`config.mk`:
```
export PLATFORM = sky130hd
export DESIGN_NAME = mem_access_unit
export DESIGN_NICKNAME = d
export VERILOG_FILES = /design/src/rtl/mem_access_unit.sv
export SDC_FILE = /design/constraint.sdc
export NUM_CORES = 1
export LEC_CHECK = 0
export ABC_AREA = 1
export CAP_MARGIN = 5
export CORE_ASPECT_RATIO = 2
export CORE_MARGIN = 5
export CORE_UTILIZATION = 39
export DETAILED_ROUTE_END_ITERATION = 10
export GPL_TIMING_DRIVEN = 0
export PLACE_DENSITY = 0.89
export SLEW_MARGIN = 10
export SYNTH_ARGS = -nofsm -noshare
export SYNTH_HDL_FRONTEND = slang
export SYNTH_SLANG_ARGS = --single-unit
```
`constraint.sdc`:
```
create_clock -name clk -period 1.6 [get_ports clk]
set_clock_uncertainty 0.1 [all_clocks]
set_input_delay 0.4 -clock clk [delete_from_list [all_inputs] [get_ports clk]]
set_output_delay 0.4 -clock clk [all_outputs]
set_load 0.05 [all_outputs]
```
`src/rtl/mem_access_unit.sv`:
```
// M-stage data-memory access unit: alignment check, lane steering, load extension
// and a request/ack handshake with a wait-state bus, including error and timeout.
module mem_access_unit #(
  parameter int DW      = 32,
  parameter int AW      = 32,
  parameter int TIMEOUT = 16
) (
  input  logic            clk,
  input  logic            reset,
  input  logic            req_valid,
  input  logic            req_we,
  input  logic [1:0]      req_size,
  input  logic            req_signed,
  input  logic [AW-1:0]   req_addr,
  input  logic [DW-1:0]   req_wdata,
  input  logic            req_flush,
  output logic            stall,
  output logic            resp_valid,
  output logic [DW-1:0]   resp_rdata,
  output logic            exc_valid,
  output logic [4:0]      exc_code,
  output logic            bus_req,
  output logic            bus_we,
  output logic [AW-1:0]   bus_addr,
  output logic [DW/8-1:0] bus_be,
  output logic [DW-1:0]   bus_wdata,
  input  logic            bus_ack,
  input  logic            bus_err,
  input  logic [DW-1:0]   bus_rdata
);

  localparam int NB = DW / 8;
  localparam int LB = $clog2(NB);
  localparam int CW = (TIMEOUT > 1) ? $clog2(TIMEOUT) : 1;
  localparam logic [CW-1:0] CNT_LAST = CW'((TIMEOUT > 0) ? TIMEOUT - 1 : 0);

  localparam logic [1:0] IDLE = 2'd0;
  localparam logic [1:0] WAIT = 2'd1;
  localparam logic [1:0] DONE = 2'd2;

  logic [1:0]    state_reg;
  logic [CW-1:0] cnt_reg;
  logic          err_flag_reg;
  logic          cancel_flag_reg;
  logic [1:0]    size_reg;
  logic          signed_reg;
  logic [LB-1:0] lane_reg;
  logic          bus_req_reg;
  logic          bus_we_reg;
  logic [AW-1:0] bus_addr_reg;
  logic [NB-1:0] bus_be_reg;
  logic [DW-1:0] bus_wdata_reg;
  logic [DW-1:0] resp_rdata_reg;

  logic [LB-1:0] lane;
  logic          misaligned;
  logic          accept;
  logic          reject;
  logic [NB-1:0] be_next;
  logic [DW-1:0] rd_shifted;
  logic [DW-1:0] rd_mask;
  logic          rd_sign;
  logic [DW-1:0] rd_ext;

  assign lane = req_addr[LB-1:0];

  always_comb begin
    misaligned = 1'b0;
    be_next    = '0;
    case (req_size)
      2'd0: be_next = NB'(1) << lane;
      2'd1: begin
        misaligned = lane[0];
        be_next    = NB'(3) << lane;
      end
      2'd2: begin
        misaligned = (lane[1:0] != 2'b00);
        be_next    = NB'(15) << lane;
      end
      default: begin
        misaligned = (DW == 32) || (lane != '0);
        be_next    = '1;
      end
    endcase
  end

  assign accept = (state_reg == IDLE) && req_valid && !req_flush && !misaligned;
  assign reject = (state_reg == IDLE) && req_valid && !req_flush && misaligned;

  // Extension is done by masking the field and filling the upper bits with its sign.
  assign rd_shifted = bus_rdata >> {lane_reg, 3'b000};

  always_comb begin
    rd_mask = '1;
    rd_sign = 1'b0;
    case (size_reg)
      2'd0: begin rd_mask = DW'(8'hFF);         rd_sign = rd_shifted[7];  end
      2'd1: begin rd_mask = DW'(16'hFFFF);      rd_sign = rd_shifted[15]; end
      2'd2: begin rd_mask = DW'(32'hFFFF_FFFF); rd_sign = rd_shifted[31]; end
      default: begin rd_mask = '1;              rd_sign = 1'b0;           end
    endcase
  end

  assign rd_ext = (rd_shifted & rd_mask) | ((signed_reg && rd_sign) ? ~rd_mask : '0);

  always_ff @(posedge clk) begin
    if (reset) begin
      state_reg       <= IDLE;
      cnt_reg         <= '0;
      err_flag_reg    <= 1'b0;
      cancel_flag_reg <= 1'b0;
      size_reg        <= '0;
      signed_reg      <= 1'b0;
      lane_reg        <= '0;
      bus_req_reg     <= 1'b0;
      bus_we_reg      <= 1'b0;
      bus_addr_reg    <= '0;
      bus_be_reg      <= '0;
      bus_wdata_reg   <= '0;
      resp_rdata_reg  <= '0;
    end else begin
      case (state_reg)
        IDLE: begin
          if (accept) begin
            bus_req_reg     <= 1'b1;
            bus_we_reg      <= req_we;
            bus_addr_reg    <= req_addr & ~AW'(NB - 1);
            bus_be_reg      <= be_next;
            bus_wdata_reg   <= req_wdata << {lane, 3'b000};
            size_reg        <= req_size;
            signed_reg      <= req_signed;
            lane_reg        <= lane;
            cnt_reg         <= '0;
            err_flag_reg    <= 1'b0;
            cancel_flag_reg <= 1'b0;
            state_reg       <= WAIT;
          end
        end
        WAIT: begin
          if (req_flush)
            cancel_flag_reg <= 1'b1;
          if (bus_err) begin
            err_flag_reg <= 1'b1;
            bus_req_reg  <= 1'b0;
            state_reg    <= DONE;
          end else if (bus_ack) begin
            // A cancelled load does not complete, so the previous load data is kept.
            if (!bus_we_reg && !cancel_flag_reg && !req_flush)
              resp_rdata_reg <= rd_ext;
            bus_req_reg <= 1'b0;
            state_reg   <= DONE;
          end else if (TIMEOUT > 0 && cnt_reg == CNT_LAST) begin
            err_flag_reg <= 1'b1;
            bus_req_reg  <= 1'b0;
            state_reg    <= DONE;
          end else begin
            cnt_reg <= cnt_reg + CW'(1);
          end
        end
        default: state_reg <= IDLE;
      endcase
    end
  end

  always_comb begin
    exc_code = 5'd0;
    if (reject)
      exc_code = req_we ? 5'd5 : 5'd4;
    else if (state_reg == DONE)
      exc_code = 5'd7;
  end

  assign stall      = accept || (state_reg == WAIT);
  assign resp_valid = (state_reg == DONE) && !err_flag_reg && !cancel_flag_reg;
  assign exc_valid  = reject || ((state_reg == DONE) && err_flag_reg && !cancel_flag_reg);
  assign resp_rdata = resp_rdata_reg;
  assign bus_req    = bus_req_reg;
  assign bus_we     = bus_we_reg;
  assign bus_addr   = bus_addr_reg;
  assign bus_be     = bus_be_reg;
  assign bus_wdata  = bus_wdata_reg;

endmodule
```
==> impl_metrics.yaml, run 1 <==
worst_setup_path:
  start_kind: "flip-flop"
  cp.depth: 7
  reg2reg_from: "state_reg[1]"
  crit_path_start: "state_reg[1]"
  critPathMaxFanout: 3
  reg2reg_slack_ns: -0.22
  path_cells: "inv_4 > nand3_4 > nor2_4 > nand2_4 > o21ai_4 > o21a_4 > buf_8"
  regToRegEndpoint: "bus_addr[15]"
  critPathKind: "flip-flop to output pin"
  critical_path_arrival_ns: 1.56
  endpoint_kind: "output pin"
  cp.buffers_inverters: 2
  worst_ep_required_time_ns: 1.10
  cp_slowest_stage_delay_ns: 0.33
  cp_top_family: "simple AND/OR/NAND/NOR gates"
  critPathSlowestCell: "dfxtp_2"
  r2r_cells: 11
floorplan:
  dieHeight_um: 174
  core_area_mm2: 0.0134
  rows: 60
  num_io_pins: 216
  initial_core_util_pct: 39.5
  die_x_um: 92.2
  fp.dieArea_mm2: 0.0161
clock_tree:
  htree_levels: 4
  clk_pin_slew_ns: 0.06
  cts_root_buf: "clkbuf_16"
  cts.sinks: 113
  clockBufferDepth: 2
  cts_tree: "done"
  cts_buffers: 17
  clk_latency_ns: 0.41
synthesis:
  ys_types: 27
  ys_seq_area_share_pct: 42.9
  synth_seq_cells: 113
  postSynthCellCount: 754
  syn_area_per_cell_um2: 7.00
  yosys_warnings: 0
  syn_area_mm2: 0.00528
global_routing:
  grt_usage_pct: 25.9
  grt_start_max_net_pins: 17
  grtUsageMet2_pct: 49.0
  grt-ovfl-total: 0
  met3_usage_pct: 6.37
  grt.busiest_layer: "met2"
  grt_antenna_before_repair: 1
  grt_pass1_vias: 6361
  grt_pass1_wl_mm: 32.2
  met1_usage_pct: 23.5
sta:
  worst_pin_slew_ns: 0.766
  slew_headroom_pct: 48.9
  period_needed_ns: 2.06
  slew_viol_final: 0
  hold_violations: 0
  rsz0062_at_grt: "yes"
  hold-worst-slack_ns: 0.253
  timing.final.crit_share_pct: 129
  worst_slack_ns: -0.461
  max_freq_mhz: 485
  setup_viol: 78
routing:
  via_count: 6428
  wl_per_cell_um: 19.2
  drcViolationCount: 0
  wl_mm: 22.8
  firstDrtPassIters: 5
  vias_per_cell: 5.42
  ant_nets: 0
  first_iter_violations: 283
job:
  cap_violations: 0
status:
  outcome: "finished, violations left"
  violations: "negative setup slack"
power_and_ir_drop:
  clockPowerShare_pct: 47.2
  peakVddDrop_mv: 0.787
  p_per_area_mw_per_mm2: 1000
  p_sw_share_pct: 27.7
  p_sw_mw: 2.51
  intPower_mw: 6.53
  leakage_nw: 3.99
  p_total_mw: 9.04
  seqPwrFrac_pct: 32.8
  p_comb_share_pct: 19.9
hold_path:
  hp-class: "input port to flip-flop"
  min_to: "lane_reg[1]"
  hold_depth: 2
  min_from: "reset"
placed_design:
  hpwl_mm: 16.3
  placedCellCount: 1122
  finalWeightedCongestion: 0.994
  place.port_buffers: 210
  placed_area_mm2: 0.00770
final_layout:
  fin_util_pct: 67.5
  final_layout_size_suffix_gt1_share_pct: 33.7
  finalNetCount: 1128
  post-route-cell-area_mm2: 0.00902
  areaGrowthSynthToFinish_pct: 71.0
  layout.cells.non_filler: 1186
-- area by class of cell --
| cell class | instances | area, µm² |
|---|---|---|
| Clock buffer | 23 | 488 |
| Antenna cell | 1 | 2.50 |
| Fill cell | 1066 | 4340 |
| Multi-Input combinational cell | 549 | 3150 |
| Clock inverter | 9 | 176 |
| Buffer | 57 | 488 |
| Timing Repair Buffer | 241 | 2060 |
| Sequential cell | 113 | 2270 |
| Inverter | 38 | 199 |
| Tap cell | 155 | 194 |
-- routing by layer --
layer / part of all wire [%] / vias up / wire [µm]
li1: - / 3032 / -
met1: 32 / 2976 / 7290
met2: 55 / 315 / 12500
met3: 5.8 / 105 / 1320
met4: 7.6 / 0 / 1730
met5: 0 / - / 0
-- cells in the mapped netlist, drive strengths merged --
library cell  number  share of area, %
nor2              68               5.0
conb               1             0.071
buf               34               4.3
o21a               2              0.28
nor3               7              0.66
ha                 5               1.2
a21oi            117                11
a31oi              7              0.83
nand3             34               3.7
o21ai             81               7.7
nand2            201                14
inv               38               2.8
clkbuf            23               1.6
nand4              8              0.95
dfxtp            113                43
a211oi             8               1.1
mux2i              7               1.3
-- metrics by stage --
step / setup WS, ns / TNS [ns]
2_1_floorplan: -0.233 / -0.465
3_3_place_gp: -1.73 / -93.06
3_5_place_dp: -1.74 / -95.91
4_1_cts: -0.494 / -8.81
5_1_grt: -0.505 / -15.70
6_report: -0.461 / -10.54
-- layout by cell type, fill, tap and decap left out, types with 3 or more instances in the layout --
master / Yosys / layout
clkbuf_2: 0 / 3
nand2_1: 200 / 168
nor2_4: 0 / 7
inv_2: 8 / 9
dfxtp_1: 113 / 109
nand3_4: 1 / 5
nor3_1: 7 / 7
a21oi_1: 117 / 75
o21ai_2: 0 / 13
clkdlybuf4s50_1: 0 / 95
bufinv_16: 0 / 5
clkbuf_16: 0 / 26
buf_6: 7 / 16
o21ai_0: 75 / 41
dlygate4sd2_1: 0 / 4
buf_4: 6 / 19
dlymetal6s2s_1: 0 / 3
clkbuf_4: 0 / 8
nand3_1: 30 / 24
buf_2: 19 / 107
clkbuf_8: 0 / 4
nor2_1: 65 / 60
nand2_8: 0 / 4
a211oi_2: 0 / 3
mux2i_1: 7 / 7
a31oi_1: 7 / 7
buf_8: 0 / 11
nand2_2: 0 / 26
a21oi_2: 0 / 40
clkbuf_1: 23 / 16
nand3_2: 3 / 5
inv_1: 29 / 22
conb_1: 1 / 4
dfxtp_2: 0 / 3
nand2_4: 1 / 3
nand4_1: 8 / 8
o21ai_1: 6 / 25
buf_12: 0 / 7
a211oi_4: 0 / 3
ha_1: 5 / 3
-- logic make-up (layout without fill, tap and decap cells) --
kind of cell | count (synthesis) | in the layout | synth area share [%]
DFF | 113 | 113 | 42.9
adders and majority gates | 5 | 5 | 1.19
muxes | 7 | 7 | 1.33
and+or+nand+nor | 318 | 318 | 24.8
buffers and inverters | 95 | 368 | 8.73
AOI/OAI and AO/OA | 215 | 215 | 21.0
other | 1 | 5 | 0.0711
-- worst max path at each step --
stage / end
4_1_cts: exc_code[0]
3_5_place_dp: exc_code[0]
2_1_floorplan: exc_code[0]
3_3_place_gp: exc_code[0]
6_report: exc_code[0]
5_1_grt: exc_code[0]
-- power groups by stage --
stage                     Sequential (mW)  Clock [mW]  Combinational, mW
after floorplan                      3.31           0              0.584
after global placement               3.02           0               1.53
after detailed placement             3.02           0               1.54
after CTS                            2.96        4.30               1.57
after global routing                 2.98        4.48               1.90
final                                2.97        4.27               1.80
-- what timing repair did --
| action | in CTS | in global routing |
|---|---|---|
| resized for setup | 640 | 179 |
| hold buffers | 0 | 0 |
| pin swaps | 5 | 22 |
| buffers inserted | 9 | 12 |
| setup endpoints to repair | 218 | 112 |
| cloned | 1 | 11 |
No activity file was read; power rests on OpenSTA's default activity.
==> run 2, diff against run 1 <==
Settings changed: CORE_ASPECT_RATIO 2 to 1.2.
==> run 2 against run 1 <==
Net effect: the flow still finishes with violations (negative setup slack); maximum frequency decreased by 0.28%; total power decreased by 4.1%; die area decreased by 0.81%; sequential power about the same; clock power decreased by 12%; via count increased by 4.7%; cell area increased by 4.4%; combinational power increased by 9%; hold slack got worse by 0.079 ns; first-iteration DRC count increased by 130%.
==> impl_metrics.yaml, run 2 (synthesized netlist as in run 1, its figures left out) <==
routing:
  ant_nets: 0
  first_iter_violations: 642
  firstDrtPassIters: 7
  vias_per_cell: 5.55
  wl_mm: 23.2
  wl_per_cell_um: 19.1
  via_count: 6727
  drcViolationCount: 0
sta:
  timing.final.crit_share_pct: 129
  setup_viol: 100
  slew_viol_final: 0
  hold-worst-slack_ns: 0.174
  hold_violations: 0
  rsz0062_at_grt: "yes"
  max_freq_mhz: 484
  worst_slack_ns: -0.466
  period_needed_ns: 2.07
  slew_headroom_pct: 41.9
  worst_pin_slew_ns: 0.872
power_and_ir_drop:
  peakVddDrop_mv: 0.805
  leakage_nw: 4.26
  p_total_mw: 8.68
  p_per_area_mw_per_mm2: 921
placed_design:
  placedCellCount: 1135
  place.port_buffers: 210
  finalWeightedCongestion: 0.955
  hpwl_mm: 14.7
global_routing:
  grt_pass1_vias: 6421
  grt-ovfl-total: 0
  grt_antenna_before_repair: 1
  grt_start_max_net_pins: 17
  grt_usage_pct: 26.4
  grt_pass1_wl_mm: 32.6
worst_setup_path:
  critPathMaxFanout: 5
  cp_slowest_stage_delay_ns: 0.18
  critPathSlowestCell: "clkbuf_4"
  worst_ep_required_time_ns: 1.10
  crit_top_cell: "nand2_2"
  path_cells: "clkbuf_4 > inv_6 > ha_4 > inv_2 > nand2_1 > nand2_2 > nand2_2 > nand2_4 > o21ai_4 > o21a_4 > buf_8"
  endpoint_kind: "output pin"
  critPathKind: "input port to output pin"
  critical_path_arrival_ns: 1.57
  start_kind: "input port"
clock_tree:
  clockBufferDepth: 2
  htree_levels: 4
  cts_tree: "done"
  clk_pin_slew_ns: 0.05
  cts_root_buf: "clkbuf_16"
  cts.sinks: 113
  postCtsHoldBufs: 0
  clk_latency_ns: 0.41
  cts_buffers: 17
floorplan:
  core_area_mm2: 0.0132
  num_io_pins: 216
  die_x_um: 116
  rows: 46
  fp.dieArea_mm2: 0.0160
  dieHeight_um: 137
  initial_core_util_pct: 39.9
final_layout:
  finalNetCount: 1140
  layout.cells.non_filler: 1211
  areaGrowthSynthToFinish_pct: 78.6
  mostFrequentLayoutCells: "140 x nand2_1, 110 x dfxtp_1, 101 x buf_2, 95 x clkdlybuf4s50_1, 62 x a21oi_1"
  layout_commonest_cell: "nand2_1"
  final_layout_size_suffix_gt1_share_pct: 38.6
job:
  cap_violations: 0
hold_path:
  hp-class: "input port to flip-flop"
status:
  outcome: "finished, violations left"
  violations: "negative setup slack"
-- run 2: stage by stage --
| stage | instance area [µm²] | setup WS [ns] | setup TNS [ns] | utilization [%] |
|---|---|---|---|---|
| floorplan | 5400 | -0.233 | -0.465 | - |
| global placement | 7710 | -1.71 | -91.01 | 58.3 |
| detailed placement | 7710 | -1.74 | -95.31 | 58.3 |
| CTS | 8660 | -0.439 | -23.23 | 65.4 |
| global route | 9420 | -0.503 | -25.88 | 71.2 |
| finish | 9420 | -0.466 | -19.69 | 71.2 |
-- run 2: final cells by class --
class,count,area (µm²)
Tap cell,168,210
Timing Repair Buffer,253,2260
Clock inverter,13,139
Fill cell,926,3810
Clock buffer,19,443
Sequential cell,113,2270
Antenna cell,1,2.50
Multi-Input combinational cell,550,3430
Inverter,38,198
Buffer,56,467
-- run 2: path summary, 6_finish.rpt --
| check | slack, ns | start | depth (start not counted) | end |
|---|---|---|---|---|
| setup / recovery | -0.47 | req_size[0] | 11 | exc_code[0] |
| hold / removal | 0.17 | reset | 2 | lane_reg[1] |
| setup reg to reg | -0.33 | state_reg[0] | 13 | bus_wdata[9] |
| hold reg to reg | 0.35 | bus_wdata[2] | 2 | bus_wdata[2] |
-- run 2: layer usage --
layer | global-route usage, % | up-vias | part of all wire, %
li1 | - | 3058 | -
met1 | 28.3 | 3149 | 35
met2 | 45.8 | 431 | 51
met3 | 9.75 | 89 | 11
met4 | 12.4 | 0 | 4.0
met5 | 0 | - | 0
-- run 2: report_power, final --
| part | total (mW) | internal [mW] | switching, mW |
|---|---|---|---|
| logic | 1.96 | 0.771 | 1.19 |
| registers | 2.97 | 2.91 | 0.0632 |
| clock network | 3.74 | 2.32 | 1.42 |
| total | 8.68 | 6.00 | 2.67 |
-- run 2: worst max-delay path, delay by kind of cell --
| kind | cells | cell delay, ns |
|---|---|---|
| compound gates | 2 | 0.19 |
| fa+ha+maj | 1 | 0.15 |
| buf+inv | 4 | 0.42 |
| simple gates | 4 | 0.39 |
-- run 2: what timing repair did --
action,4_1_cts,5_1_grt
endpoints found under the setup margin,218,122
hold endpoints to repair,0,0
gates cloned,11,6
resized for setup,730,185
setup buffers,16,17
pin swaps,24,50
